### src/rtl/gen_selec_mux_dd.sv
// Data-block select sequencer: steps Selec_Mux_DDw through the INIT, MS or read code sequence,
// one code per trans_done, with a per-step abort timer. Optional macro CRONO_READ_EN adds the CRONO codes to the read sequence.
module gen_selec_mux_dd #(
  parameter int unsigned TIMEOUT = 200
) (
  input  logic       clk,
  input  logic       reset_n,
  input  logic       req_init,
  input  logic       req_ms,
  input  logic       req_leer,
  input  logic       trans_done,
  output logic [3:0] Selec_Mux_DDw,
  output logic       busy,
  output logic       seq_done,
  output logic       seq_error,
  output logic [2:0] dbg_state
);

  typedef enum logic [2:0] {
    S_IDLE  = 3'd0,
    S_INIT  = 3'd1,
    S_MS    = 3'd2,
    S_FECHA = 3'd3,
    S_HORA  = 3'd4,
    S_CRONO = 3'd5,
    S_DONE  = 3'd6
  } state_t;

  localparam logic [7:0] TMAX = 8'(TIMEOUT - 1);

  state_t     state_q, state_d;
  logic [1:0] step_q, step_d;
  logic [7:0] timer_q, timer_d;
  logic       pend_q;
  logic       active;
  logic       err_d;
  logic [3:0] code_d;

  assign dbg_state = state_q;
  assign active = (state_q == S_INIT) || (state_q == S_MS) || (state_q == S_FECHA) ||
                  (state_q == S_HORA) || (state_q == S_CRONO);

  always_comb begin
    state_d = state_q;
    step_d  = step_q;
    err_d   = 1'b0;
    case (state_q)
      S_IDLE: begin
        step_d = 2'd0;
        // pend_q forces the power-on INIT on the first edge out of reset
        if (pend_q || req_init) state_d = S_INIT;
        else if (req_ms)        state_d = S_MS;
        else if (req_leer)      state_d = S_FECHA;
      end
      S_INIT, S_MS: begin
        if (trans_done) state_d = S_DONE;
      end
      S_FECHA: begin
        if (trans_done) begin
          if (step_q == 2'd2) begin
            state_d = S_HORA;
            step_d  = 2'd0;
          end else begin
            step_d = step_q + 2'd1;
          end
        end
      end
      S_HORA: begin
        if (trans_done) begin
          if (step_q == 2'd2) begin
`ifdef CRONO_READ_EN
            state_d = S_CRONO;
`else
            state_d = S_DONE;
`endif
            step_d  = 2'd0;
          end else begin
            step_d = step_q + 2'd1;
          end
        end
      end
      S_CRONO: begin
        if (trans_done) begin
          if (step_q == 2'd2) begin
            state_d = S_DONE;
            step_d  = 2'd0;
          end else begin
            step_d = step_q + 2'd1;
          end
        end
      end
      S_DONE:  state_d = S_IDLE;
      default: state_d = S_IDLE;
    endcase
    // A step that is still waiting when the timer hits its limit is abandoned
    if (active && !trans_done && (timer_q == TMAX)) begin
      state_d = S_IDLE;
      step_d  = 2'd0;
      err_d   = 1'b1;
    end
  end

  always_comb begin
    code_d = 4'b0010;
    case (state_d)
      S_INIT:  code_d = 4'b0000;
      S_MS:    code_d = 4'b0001;
      S_FECHA: code_d = 4'd3 + {2'b00, step_d};
      S_HORA:  code_d = 4'd6 + {2'b00, step_d};
      S_CRONO: code_d = 4'd9 + {2'b00, step_d};
      default: code_d = 4'b0010;
    endcase
  end

  always_comb begin
    timer_d = timer_q;
    if ((state_d != state_q) || (step_d != step_q)) timer_d = 8'd0;
    else if (active && !trans_done)                 timer_d = timer_q + 8'd1;
  end

  always_ff @(posedge clk) begin
    if (!reset_n) begin
      state_q       <= S_IDLE;
      step_q        <= 2'd0;
      timer_q       <= 8'd0;
      pend_q        <= 1'b1;
      Selec_Mux_DDw <= 4'b0010;
      busy          <= 1'b0;
      seq_done      <= 1'b0;
      seq_error     <= 1'b0;
    end else begin
      state_q       <= state_d;
      step_q        <= step_d;
      timer_q       <= timer_d;
      pend_q        <= 1'b0;
      Selec_Mux_DDw <= code_d;
      busy          <= (state_d != S_IDLE);
      seq_done      <= (state_d == S_DONE);
      seq_error     <= err_d;
    end
  end

endmodule
### config.mk
export PLATFORM = sky130hd
export DESIGN_NAME = gen_selec_mux_dd
export DESIGN_NICKNAME = d
export VERILOG_FILES = /design/src/rtl/gen_selec_mux_dd.sv
export SDC_FILE = /design/constraint.sdc
export NUM_CORES = 1
export LEC_CHECK = 0
export CAP_MARGIN = 0
export CORE_MARGIN = 5
export CORE_UTILIZATION = 25
export DETAILED_ROUTE_END_ITERATION = 10
export MAX_ROUTING_LAYER = met4
export PLACE_DENSITY = 0.41
export SYNTH_ARGS = -nofsm -noshare
export SYNTH_HDL_FRONTEND = slang
export SYNTH_SLANG_ARGS = --single-unit
### constraint.sdc
create_clock -name clk -period 3.5 [get_ports clk]
set_input_delay 0.35 -clock clk [delete_from_list [all_inputs] [get_ports clk]]
set_output_delay 0.35 -clock clk [all_outputs]
set_load 0.01 [all_outputs]
# Word level (Yosys, flattened, before mapping)
# Cells that the tools add are included.
# word_totals
register_bits	21
inputBits	6
output_inout_bits	10
elab_cells	61
# op_classes
add_sub_neg	5
eq_ne	15
muxes	17
bitwise_logic	1
reduce_logical	15
# ops
cell	n
2-to-1 mux 3 bit	9
one-hot mux 4 bit (5 select lines)	1
== test 3 bit, second input constant	5
== test 3 x 2 -> 1 bit, second input constant	4
one-hot mux 3 bit (4 select lines)	1
adder 8 x 1 -> 8 bit, second input constant	1
== test 8 bit, second input constant	1
== test 3 x 1 -> 1 bit, second input constant	2
logical OR 1 bit	6
2-to-1 mux 2 bit	3
OR reduction 2 bit	3
adder 3 x 2 -> 4 bit, first input constant	1
adder 4 x 2 -> 4 bit, first input constant	1
one-hot mux 2 bit (2 select lines)	1
adder 2 x 2 -> 3 bit, first input constant	1
logical NOT 3 bit	1
!= test 3 bit	1
nonzero test 3 bit	1
OR reduction 3 bit	1
adder 2 x 1 -> 2 bit, second input constant	1
== test 2 bit, second input constant	1
logical AND 1 bit	2
2-to-1 mux 1 bit	2
!= test 2 bit	1
other kinds (2)	2

# Depth between registers and ports, before layout
# Gate-level depths: netlist (run 1).
# depth
ltp_word	11
ltp_mapped	11
depth_no_buf	9

# Worst setup path after synthesis (run 1)
# Ideal clock, no wire load.
# synth_timing
path_type	register to register
from	register state_q[1] (netlist: dbg_state[1])
to	register Selec_Mux_DDw[1]
setup_time_ns	0.140
arrival_time_ns	2.037
required_ns	3.360
path_slack_ns	1.323
stages_incl_launch_ff	11
n_path_buf	3
period_less_slack_ns	2.177
cell_sequence	dfxtp_1 > buf_6 > buf_2 > nor2_1 > nor4_1 > a21oi_1 > or3_1 > clkbuf_1 > ha_1 > mux2i_1 > o211ai_1
# synth_between
elab_chain_len	10
elab_cells_between_ends	36
classes_between	add/sub: 3; eq/ne: 10; mux: 13; reduce/logical: 10
# synth_rtl
element	line	text
start: declaration	31	state_t state_q, state_d;
start signal: assignment	132	state_q <= state_d;
== test 3 x 1 -> 1 bit or == test 3 x 2 -> 1 bit (tied branches)	40, 47	
logical OR 1 bit (3 in a row)	40	assign active = (state_q == S_INIT) || (state_q == S_MS) || (state_q == S_FECHA) ||
logical OR 1 bit	41	(state_q == S_HORA) || (state_q == S_CRONO);
logical AND 1 bit (2 in a row)	96	if (active && !trans_done && (timer_q == TMAX)) begin
2-to-1 mux 2 bit or 2-to-1 mux 3 bit (tied branches)	96	
adder 4 x 2 -> 4 bit, or another cell as far along	110	S_CRONO: code_d = 4'd9 + {2'b00, step_d};
one-hot mux 4 bit (5 select lines) *	105	case (state_d)
end signal: assignment	136	Selec_Mux_DDw <= code_d;
end: declaration	12	output logic [3:0] Selec_Mux_DDw,
# Mark *: on every way between the ends. The rest lies on a longest branch, timed or not.
# A chain may end at the register's enable or synchronous reset.

# Worst setup path in the final report (run 1)
# layout_timing
from	input port trans_done
to	register Selec_Mux_DDw[1]
# layout_between
elab_chain_len	6
elab_cells_between_ends	20
classes_between	add/sub: 3; eq/ne: 5; mux: 9; reduce/logical: 3
# layout_rtl
element	line	text
start: declaration	11	input logic trans_done,
branches (longest 5 deep; another with adder 4 x 2 -> 4 bit)	n/a	
one-hot mux 4 bit (5 select lines) *	105	
# Every way passes the cells marked *.

==> summary.txt, run 1 <==
Status - finished, final reports clean
WHS Path Cells - 2
Residual DRC count - 0
Area grow syn2layout - 18.36%
RSZ-0062 raised after global routing - false
CTS tree - done
CTS Buffer Depth - 2
Seq/Total Area, Yosys - 31.64%
Setup Skew - 0.001388 ns
Pin count of the biggest net entering global routing - 20
Synth top area cells - dfxtp_1, nor4b_1, nor3_1
Register-to-Register Path Depth - 7
Post-DRT Antenna Nets - 0
Total power draw - 1010 uW
Clk pwr share - 16.2%
Share of Yosys cell area claimed by the top area cell type - 31.64%
Setup bufs post-CTS - 0
Final Slew Violations - 0
Worst Hold Class - flop to flop
Clk Latency, worst-skew pair - 0.26 ns
Synth Register Bits - 21
Post-DP HPWL - 2473 um
All-Layer GR Usage - 10.14%
Full die area - 6873 um2
Chip width - 82.91 um
Final worst setup slack - 1.058 ns
Critical R2R Capture - Selec_Mux_DDw[1]$_SDFF_PN1_
Hold endpoint - timer_q[7]$_SDFFE_PP0P_
Leakage power - 0.0005183 uW
Antenna violations before repair - 0
Hold Crit Start - timer_q[7]$_SDFFE_PP0P_
Final design utilization - 30.60%
Largest fanout on the critical path - 17
Yosys top cell by area - dfxtp_1
H-tree levels - 1
Share of cells above drive strength 1 - 10.65%
WS Path Type - primary input to flop
Slowest CP cell - or3_1
Routed vias - 1247
Top Ports - 16
# fillers - 582
Clock net sink count - 21
CP Launch Type - primary input
Final period utilization - 69.78%
Cts hold-fix bufs - 0
Final net count - 179
Vias per inst - 5.218
Worst-path cell chain - clkdlybuf4s50_1 -> buf_4 -> and4_1 -> nor4_1 -> a21oi_1 -> or3_1 -> ha_1 -> mux2i_1 -> o211ai_1
Starting Density - 25.85%
Largest stage delay, worst path - 0.46 ns
Iter 0 DRT Violations - 70
Syn_area_per_cell - 8.410 um2
Switching Power - 440.6 uW
Port Buf Inserts - 15
Arrival @ worst endpoint - 2.57 ns
CP Capture Type - flop
Total gr overflow - 0
Die Ht - 82.91 um
Post-synth net total - 167
Synth Instances - 158
Power share of the sequential group - 34.3%
Post-DR wirelength/cell - 14.26 um
Pre-CTS setup slack - 0.7938 ns
Worst r2r src - dbg_state[0]$_SDFF_PN0_
Max-slew headroom - 50.27%
Synth warn - 0
Min Clock Period, post-route - 2.442 ns
Hold Fails Final Rpt - 0
Pre-antenna DRT Iters - 4
Max-cap violations - 0
Slew at the pin with the worst max-slew slack - 0.7424 ns
Most common cell in the synthesized netlist - dfxtp_1
Global-route wire length before repair - 5727 um
CTS Buf Count - 3
Post-CTS sizing - 0
FP Rows - 26
Synth Flop Type - dfxtp_1
Clock Tree Root - clkbuf_8
Post-synth EDFFs - 0
CTS clk-pin slew, worst paths - 0.08 ns
Final wirelength - 3408 um
Internal - 569.8 uW
GP Congestion - 0.7928
Post-synthesis cell type count - 56
Ant diodes - 0
Crit path required time - 3.62 ns
Reg2reg setup slack - 1.12 ns
Vias in the first global route - 1182
Final setup fails - 0
Fmax - 409.5 MHz
Synthesized cell area - 1329 um2
Setup TNS - 0 ns
Power per cell area - 642.4 nW/um2
Synth top cells by count - dfxtp_1, nand2_1, nor2_1, nor3_1, nor4b_1
Gate power share - 49.5%
Post-synth ARST share - 0%
Worst vdd ir - 0.2623 mV
Switch share - 43.61%
Core area - 5140 um2
## logic make-up (layout without fill, tap and decap cells)
group           Yosys count  count (layout)  share of synthesized area [%]
simple gates             68              68                          31.26
compound gates           41              41                          22.60
flops                    21              21                          31.64
buf+inv                  16              27                          5.555
xor+xnor                  7               7                          4.614
fa+ha+maj                 3               3                          2.825
mux                       2               2                          1.507
## per-layer routing
layer / track usage [%] / part of all wire [%] / up-vias
met5: - / 0 / -
met1: 12.69 / 48 / 594
met4: 3.566 / 1.5 / 0
met3: 1.485 / 3.3 / 5
met2: 16.62 / 47 / 33
li1: - / - / 615
## registers in the layout (all words and copies together), names as in the netlist
signal,flops
seq_error,1
Selec_Mux_DDw,4
timer_q,8
dbg_state,3
step_q,2
pend_q,1
seq_done,1
busy,1
## worst max-delay path: cells and delay by family
kind                       cells  cell delay, ns
and+or+nand+nor                3            0.93
muxes                          1            0.18
adders and majority gates      1            0.33
AOI/OAI and AO/OA              2            0.19
buffers and inverters          2            0.59
## cell type report
class | count | area, um2 | area share [%]
clock buffers | 3 | 41.29 | 2.625
clock inverters | 1 | 5.005 | 0.3182
inverters | 7 | 26.28 | 1.671
multi-input cells | 121 | 834.6 | 53.06
flip-flops and latches | 21 | 420.4 | 26.73
well taps | 70 | 87.58 | 5.569
repair buffers | 16 | 157.7 | 10.02
## power groups by stage
stage,clock [uW],combinational (uW),sequential [uW]
floorplan,0,377,320
global placement,0,504,352
detailed placement,0,499,350
CTS,174,504,347
global route,179,551,356
finish,163,500,347
## placed cells by master, fill, tap and decap left out, types with 3 or more instances in the layout
master / n
ha_1: 3
clkdlybuf4s50_1: 15
a21oi_1: 7
xnor2_1: 3
nand2_1: 11
clkbuf_8: 3
a31oi_1: 3
xor2_1: 4
nor2_1: 11
or3_1: 6
dfxtp_1: 21
o21ai_0: 6
nor4_1: 3
nor4b_1: 8
nor3_1: 9
nand3_1: 3
inv_1: 6
## how the worst max path moves through the flow
| stage | startpoint | endpoint | slack [ns] |
|---|---|---|---|
| 2_1_floorplan | dbg_state[1]$_SDFF_PN0_ | Selec_Mux_DDw[1]$_SDFF_PN1_ | 1.32 |
| 3_3_place_gp | trans_done | Selec_Mux_DDw[1]$_SDFF_PN1_ | 0.84 |
| 3_5_place_dp | trans_done | Selec_Mux_DDw[1]$_SDFF_PN1_ | 0.79 |
| 4_1_cts | trans_done | Selec_Mux_DDw[1]$_SDFF_PN1_ | 1.07 |
| 5_1_grt | dbg_state[1]$_SDFF_PN0_ | timer_q[2]$_SDFFE_PP0P_ | 0.81 |
| 6_report | trans_done | Selec_Mux_DDw[1]$_SDFF_PN1_ | 1.06 |
## metrics by stage
stage | instance area [um2] | instances | hold slack [ns]
after global placement | 1526 | 235 | 0.5464
after CTS | 1573 | 239 | 0.5654
after floorplan | 1329 | 158 | 0.4785
after global routing | 1573 | 239 | 0.5882
final | 1573 | 239 | 0.5586
after detailed placement | 1526 | 235 | 0.5494
Note: power is estimated with default switching activity, not from simulation.
==> run 2: changes to the inputs <==
==> constraint.sdc (replaced) <==
create_clock -name clk -period 2.4 [get_ports clk]
set_input_delay 0.24 -clock clk [delete_from_list [all_inputs] [get_ports clk]]
set_output_delay 0.24 -clock clk [all_outputs]
set_load 0.01 [all_outputs]
==> run 2 against run 1 <==
Design area grew 7.0%; wire length grew 8.1%; critical path depth shrank 2; largest cell class unchanged; largest power group unchanged.
==> summary.txt, run 2 (same netlist as run 1, synthesis figures left out) <==
Share of cells above drive strength 1 - 18.58% (was 10.65%)
Register area - 422.9 um2 (was 420.4 um2)
Leakage power - 0.0005814 uW (was 0.0005183 uW)
Gr busiest metal - met2 (unchanged)
Area grow syn2layout - 26.65% (was 18.36%)
Final Slew Violations - 0 (unchanged)
Most common cell after layout, fill and taps aside - dfxtp_1 (unchanged)
Area of placed instances - 1632 um2 (was 1526 um2)
# fillers - 590 (was 582)
Slew at the pin with the worst max-slew slack - 0.5637 ns (was 0.7424 ns)
Power per cell area - 938.8 nW/um2 (was 642.4 nW/um2)
Vias per inst - 5.071 (was 5.218)
WS Path Type - flop to flop (was primary input to flop)
Final period utilization - 91.79%
Final wirelength - 3684 um (was 3408 um)
Starting Density - 25.85% (unchanged)
WHS Path Cells - 2 (unchanged)
CTS Buffer Depth - 2 (unchanged)
Core area - 5140 um2 (unchanged)
Crit path required time - 2.55 ns (was 3.62 ns)
FP Rows - 26 (unchanged)
Pin count of the biggest net entering global routing - 18 (was 20)
Multi-input logic area - 834.6 um2 (unchanged)
Total gr overflow - 0 (unchanged)
RSZ-0062 raised after global routing - false (unchanged)
Arrival @ worst endpoint - 2.35 ns (was 2.57 ns)
CTS clk-pin slew, worst paths - 0.09 ns (was 0.08 ns)
CP Launch Type - flop (was primary input)
Min Clock Period, post-route - 2.203 ns
Clock net sink count - 21 (unchanged)
Worst vdd ir - 0.4128 mV (was 0.2623 mV)
Post-DRT Antenna Nets - 0 (unchanged)
Biggest register - timer_q (unchanged)
Post-DP HPWL - 2809 um (was 2473 um)
Hold Fails Final Rpt - 0 (unchanged)
Clk Latency, worst-skew pair - 0.27 ns (was 0.26 ns)
Worst-path cell chain - or3_4 -> nand3_4 -> nor2_2 -> or3_1 -> ha_1 -> mux2i_1 -> o211ai_1 (was clkdlybuf4s50_1 -> buf_4 -> and4_1 -> nor4_1 -> a21oi_1 -> or3_1 -> ha_1 -> mux2i_1 -> o211ai_1)
Top Ports - 16 (unchanged)
Status - finished, final reports clean (unchanged)
M1 GR Usage - 14.06% (was 12.69%)
CTS tree - done (unchanged)
All-Layer GR Usage - 11.54% (was 10.14%)
Final setup fails - 0 (unchanged)
Cts hold-fix bufs - 0 (unchanged)
Die Ht - 82.91 um (unchanged)
Register-to-Register Path Depth - 7 (unchanged)
Port Buf Inserts - 15 (unchanged)
H-tree levels - 1 (unchanged)
Largest stage delay, worst path - 0.46 ns (about the same)
Most frequent cells in the layout - dfxtp_1, clkdlybuf4s50_1, buf_4 (was dfxtp_1, clkdlybuf4s50_1, nor2_1, nand2_1, nor3_1)
Antenna violations before repair - 0 (unchanged)
Fmax - 453.9 MHz
Non-filler cells, final - 253 (was 239)
Final instance area - 1683 um2 (was 1573 um2)
CTS Buf Count - 3 (unchanged)
Routed vias - 1283 (was 1247)
Grt met3 use - 2.574% (was 1.485%)
Final net count - 193 (was 179)
Slowest CP cell - or3_4 (was or3_1)
Full die area - 6873 um2 (unchanged)
Chip width - 82.91 um (unchanged)
Clock Tree Root - clkbuf_8 (unchanged)
Max-slew headroom - 62.13% (was 50.27%)
Pre-antenna DRT Iters - 4 (unchanged)
Setup Skew - 0.008758 ns (was 0.001388 ns)
Ant diodes - 0 (unchanged)
Met2 Use GR - 18.51% (was 16.62%)
Max FFs per register - 8 (unchanged)
Max-cap violations - 0 (unchanged)
CP Capture Type - flop (unchanged)
Vias in the first global route - 1374 (was 1182)
Worst Hold Class - flop to flop (unchanged)
Post-DR wirelength/cell - 14.56 um (was 14.26 um)
Residual DRC count - 0 (unchanged)
Iter 0 DRT Violations - 75 (was 70)
GP Congestion - 0.8182 (was 0.7928)
Largest fanout on the critical path - 6 (was 17)
Global-route wire length before repair - 6479 um (was 5727 um)
# placed instances - 249 (was 235)
## run 2: cell count changes in the layout (fill, tap and decap cells not counted)
| cell | previous run | this run |
|---|---|---|
| buf_4 | 1 | 15 |
| clkinv_2 | 1 | 0 |
| clkinvlp_4 | 0 | 1 |
| dfxtp_1 | 21 | 19 |
| dfxtp_2 | 0 | 2 |
## run 2: layout make-up
| cell class | count | area share (%) |
|---|---|---|
| Tap cell | 70 | 5.204 |
| Multi-Input combinational cell | 121 | 49.59 |
| Clock buffer | 3 | 2.454 |
| Sequential cell | 21 | 25.13 |
| Inverter | 7 | 1.561 |
| Timing Repair Buffer | 30 | 15.61 |
| Clock inverter | 1 | 0.4461 |
## run 2: worst paths after layout
path,startpoint,endpoint,slack [ns]
min,timer_q[1]$_SDFFE_PP0P_,timer_q[1]$_SDFFE_PP0P_,0.57
min reg2reg,timer_q[1]$_SDFFE_PP0P_,timer_q[1]$_SDFFE_PP0P_,0.57
max,dbg_state[2]$_SDFF_PN0_,Selec_Mux_DDw[1]$_SDFF_PN1_,0.20
max reg2reg,dbg_state[2]$_SDFF_PN0_,Selec_Mux_DDw[1]$_SDFF_PN1_,0.20
## run 2: routing by layer
layer	part of all wire, %	vias up
met5	0	-
met4	1.4	0
met3	3.5	4
met2	48	27
met1	47	609
li1	-	643
## run 2: metrics by stage
stage                     setup TNS (ns)  power [uW]  utilization [%]  hold WS [ns]  setup slack, ns
after floorplan                        0        1016                -        0.3685           0.2227
after global placement                 0        1334            31.74        0.5456          0.07863
after detailed placement        -0.01290        1343            31.74        0.5634         -0.01290
after CTS                              0        1603            32.69        0.5790          0.08252
after global routing                   0        1716            32.74        0.6017         0.006297
final                                  0        1580            32.74        0.5743           0.1970
## run 2: what timing repair did
action                                  4_1_cts  5_1_grt
gates resized for setup                       0        2
endpoints found under the setup margin        0       10
buffers inserted                              0        0
## run 2: worst max-delay path, delay by kind of cell (launching register included)
family | cells | cell delay [ns]
AND/OR/NAND/NOR | 4 | 1.08
adder cells (fa/ha/maj) | 1 | 0.31
flip-flops | 1 | 0.40
multiplexers | 1 | 0.18
AO/OA/AOI/OAI | 1 | 0.10
## run 2: power breakdown
| part | switching [uW] | internal (uW) |
|---|---|---|
| clock network | 127 | 117 |
| logic | 472 | 382 |
| registers | 72.7 | 408 |
==> run 3: changes to the inputs <==
--- a/config.mk
+++ b/config.mk
@@ -6,7 +6,7 @@
 export NUM_CORES = 1
 export LEC_CHECK = 0
 export CAP_MARGIN = 0
-export CORE_MARGIN = 5
+export CORE_MARGIN = 1.5
 export CORE_UTILIZATION = 25
 export DETAILED_ROUTE_END_ITERATION = 10
 export MAX_ROUTING_LAYER = met4
==> run 3 against run 2 <==
Sequential power shrank 3%; clock skew shrank 0.0065 ns; register-to-register slack lost 0.03 ns; die area shrank 16%; clock power is essentially flat; design area shrank 1.0%; total power shrank 0.19%; utilization shrank 0.13 points; non-clock buffer count shrank 2; largest power group unchanged; highest routed layer unchanged.
==> summary.txt, run 3 (same netlist as run 1, synthesis figures left out) <==
CP Launch Type - flop (unchanged)
Worst Hold Class - flop to flop (unchanged)
Max FFs per register - 8 (unchanged)
Power share of the sequential group - 29.6% (was 30.5%)
CTS tree - done (unchanged)
Leakage power - 0.0005723 uW (was 0.0005814 uW)
Hold Fails Final Rpt - 0 (unchanged)
Max-cap violations - 0 (unchanged)
Setup Skew - 0.002250 ns (was 0.008758 ns)
Share of cells above drive strength 1 - 16.57% (was 18.58%)
Total gr overflow - 0 (unchanged)
Clock net sink count - 21 (unchanged)
Final worst setup slack - 0.1716 ns (was 0.1970 ns)
Multi-input logic area - 834.6 um2 (unchanged)
Global-route wire length before repair - 5720 um (was 6479 um)
Hold Crit Start - timer_q[7]$_SDFFE_PP0P_ (was timer_q[1]$_SDFFE_PP0P_)
Slew at the pin with the worst max-slew slack - 0.5646 ns (was 0.5637 ns)
Final setup fails - 0 (unchanged)
Area grow syn2layout - 25.33% (was 26.65%)
Post-DR wirelength/cell - 14.32 um (was 14.56 um)
Register area - 420.4 um2 (was 422.9 um2)
Worst r2r src - dbg_state[1]$_SDFF_PN0_ (was dbg_state[2]$_SDFF_PN0_)
Critical R2R Capture - Selec_Mux_DDw[1]$_SDFF_PN1_ (unchanged)
FP Rows - 26 (unchanged)
Min Clock Period, post-route - 2.228 ns (was 2.203 ns)
Vias in the first global route - 1218 (was 1374)
All-Layer GR Usage - 12.59% (was 11.54%)
Non-filler cells, final - 251 (was 253)
GP Congestion - 0.7857 (was 0.8182)
Gate power share - 54.8% (was 54.1%)
Final Slew Violations - 0 (unchanged)
# fillers - 544 (was 590)
Fmax - 448.7 MHz (was 453.9 MHz)
Ant diodes - 0 (unchanged)
Pre-CTS setup slack - -0.01349 ns (was -0.01290 ns)
Cts hold-fix bufs - 0 (unchanged)
Biggest register - timer_q (unchanged)
Worst vdd ir - 0.3544 mV (was 0.4128 mV)
WS Path Type - flop to flop (unchanged)
Post-DRT Antenna Nets - 0 (unchanged)
Internal - 903.3 uW (was 908.2 uW)
Antenna violations before repair - 0 (unchanged)
Routed vias - 1273 (was 1283)
Die Ht - 75.91 um (was 82.91 um)
Setup bufs post-CTS - 0 (unchanged)
Post-DP HPWL - 2724 um (was 2809 um)
Clk pwr share - 15.6% (was 15.5%)
CTS Buf Count - 3 (unchanged)
# placed instances - 247 (was 249)
Iter 0 DRT Violations - 54 (was 75)
Max-slew headroom - 62.07% (was 62.13%)
Final wirelength - 3595 um (was 3684 um)
Status - finished, final reports clean (unchanged)
Clk Latency, worst-skew pair - 0.27 ns (about the same)
Crit path required time - 2.55 ns (about the same)
Port Buf Inserts - 15 (unchanged)
H-tree levels - 1 (unchanged)
Crit. Startpoint - dbg_state[1]$_SDFF_PN0_ (was dbg_state[2]$_SDFF_PN0_)
Arrival @ worst endpoint - 2.38 ns (was 2.35 ns)
Hold_ws - 0.5569 ns (was 0.5743 ns)
Most frequent cells in the layout - dfxtp_1, clkdlybuf4s50_1, buf_4 (unchanged)
Post-CTS sizing - 0 (unchanged)
Pin count of the biggest net entering global routing - 14 (was 18)
Largest fanout on the critical path - 12 (was 6)
Switching Power - 673.5 uW (was 671.7 uW)
CTS Buffer Depth - 2 (unchanged)
Switch share - 42.71% (was 42.51%)
Vias per inst - 5.072 (was 5.071)
Full die area - 5762 um2 (was 6873 um2)
Final net count - 191 (was 193)
Power per cell area - 946.8 nW/um2 (was 938.8 nW/um2)
Top Ports - 16 (unchanged)
Area of placed instances - 1617 um2 (was 1632 um2)
CTS clk-pin slew, worst paths - 0.08 ns (was 0.09 ns)
Residual DRC count - 0 (unchanged)
Pre-antenna DRT Iters - 4 (unchanged)
Final period utilization - 92.85% (was 91.79%)
Final instance area - 1665 um2 (was 1683 um2)
Reg2reg setup slack - 0.17 ns (was 0.20 ns)
RSZ-0062 raised after global routing - false (unchanged)
Setup crit end - Selec_Mux_DDw[1]$_SDFF_PN1_ (unchanged)
Chip width - 75.91 um (was 82.91 um)
CP Capture Type - flop (unchanged)
Most common cell after layout, fill and taps aside - dfxtp_1 (unchanged)
Core area - 5107 um2 (was 5140 um2)
Starting Density - 26.02% (was 25.85%)
Clock Tree Root - clkbuf_8 (unchanged)
Register-to-Register Path Depth - 7 (unchanged)
run 3: worst min path at each step:
stage	end	slack (ns)	cells past startpoint
6_report	timer_q[7]$_SDFFE_PP0P_	0.56	2
5_1_grt	timer_q[7]$_SDFFE_PP0P_	0.59	2
4_1_cts	timer_q[7]$_SDFFE_PP0P_	0.56	2
3_5_place_dp	timer_q[7]$_SDFFE_PP0P_	0.55	2
3_3_place_gp	timer_q[1]$_SDFFE_PP0P_	0.54	2
2_1_floorplan	dbg_state[2]$_SDFF_PN0_	0.37	2
run 3: worst max-delay path, stage by stage (launching register included):
cell and delay, ns:
dfxtp_1 0.44, or3_4 0.42, nand3_4 0.12, nor2_2 0.08
or3_1 0.45, ha_1 0.32, mux2i_1 0.18, o211ai_1 0.09
run 3: metrics by stage:
stage | setup TNS [ns] | total power, uW | util [%]
2_1_floorplan | 0 | 1016 | -
3_3_place_gp | 0 | 1324 | 31.65
3_5_place_dp | -0.01349 | 1335 | 31.65
4_1_cts | 0 | 1593 | 32.61
5_1_grt | 0 | 1690 | 32.61
6_report | 0 | 1577 | 32.61
run 3: final cells by class:
type | instances | share of cell area (%)
sequential | 21 | 25.24
tap | 70 | 5.259
timing repair buffer | 28 | 14.88
multi-input combinational | 121 | 50.11
inverter | 7 | 1.578
clock inverter | 1 | 0.4508
clock buffer | 3 | 2.479
run 3: metal layers:
| metal | global-route usage, % | share of wire, % |
|---|---|---|
| met2 | 22.16 | 50 |
| met5 | - | 0 |
| met3 | 2.169 | 2.9 |
| met4 | 3.333 | 0.92 |
| met1 | 14.81 | 46 |
run 3: power groups by stage:
stage               clock network (uW)  logic, uW  registers [uW]
floorplan                            0        549             467
global placement                     0        849             475
detailed placement                   0        862             474
CTS                                255        870             468
global route                       276        936             478
finish                             245        864             467
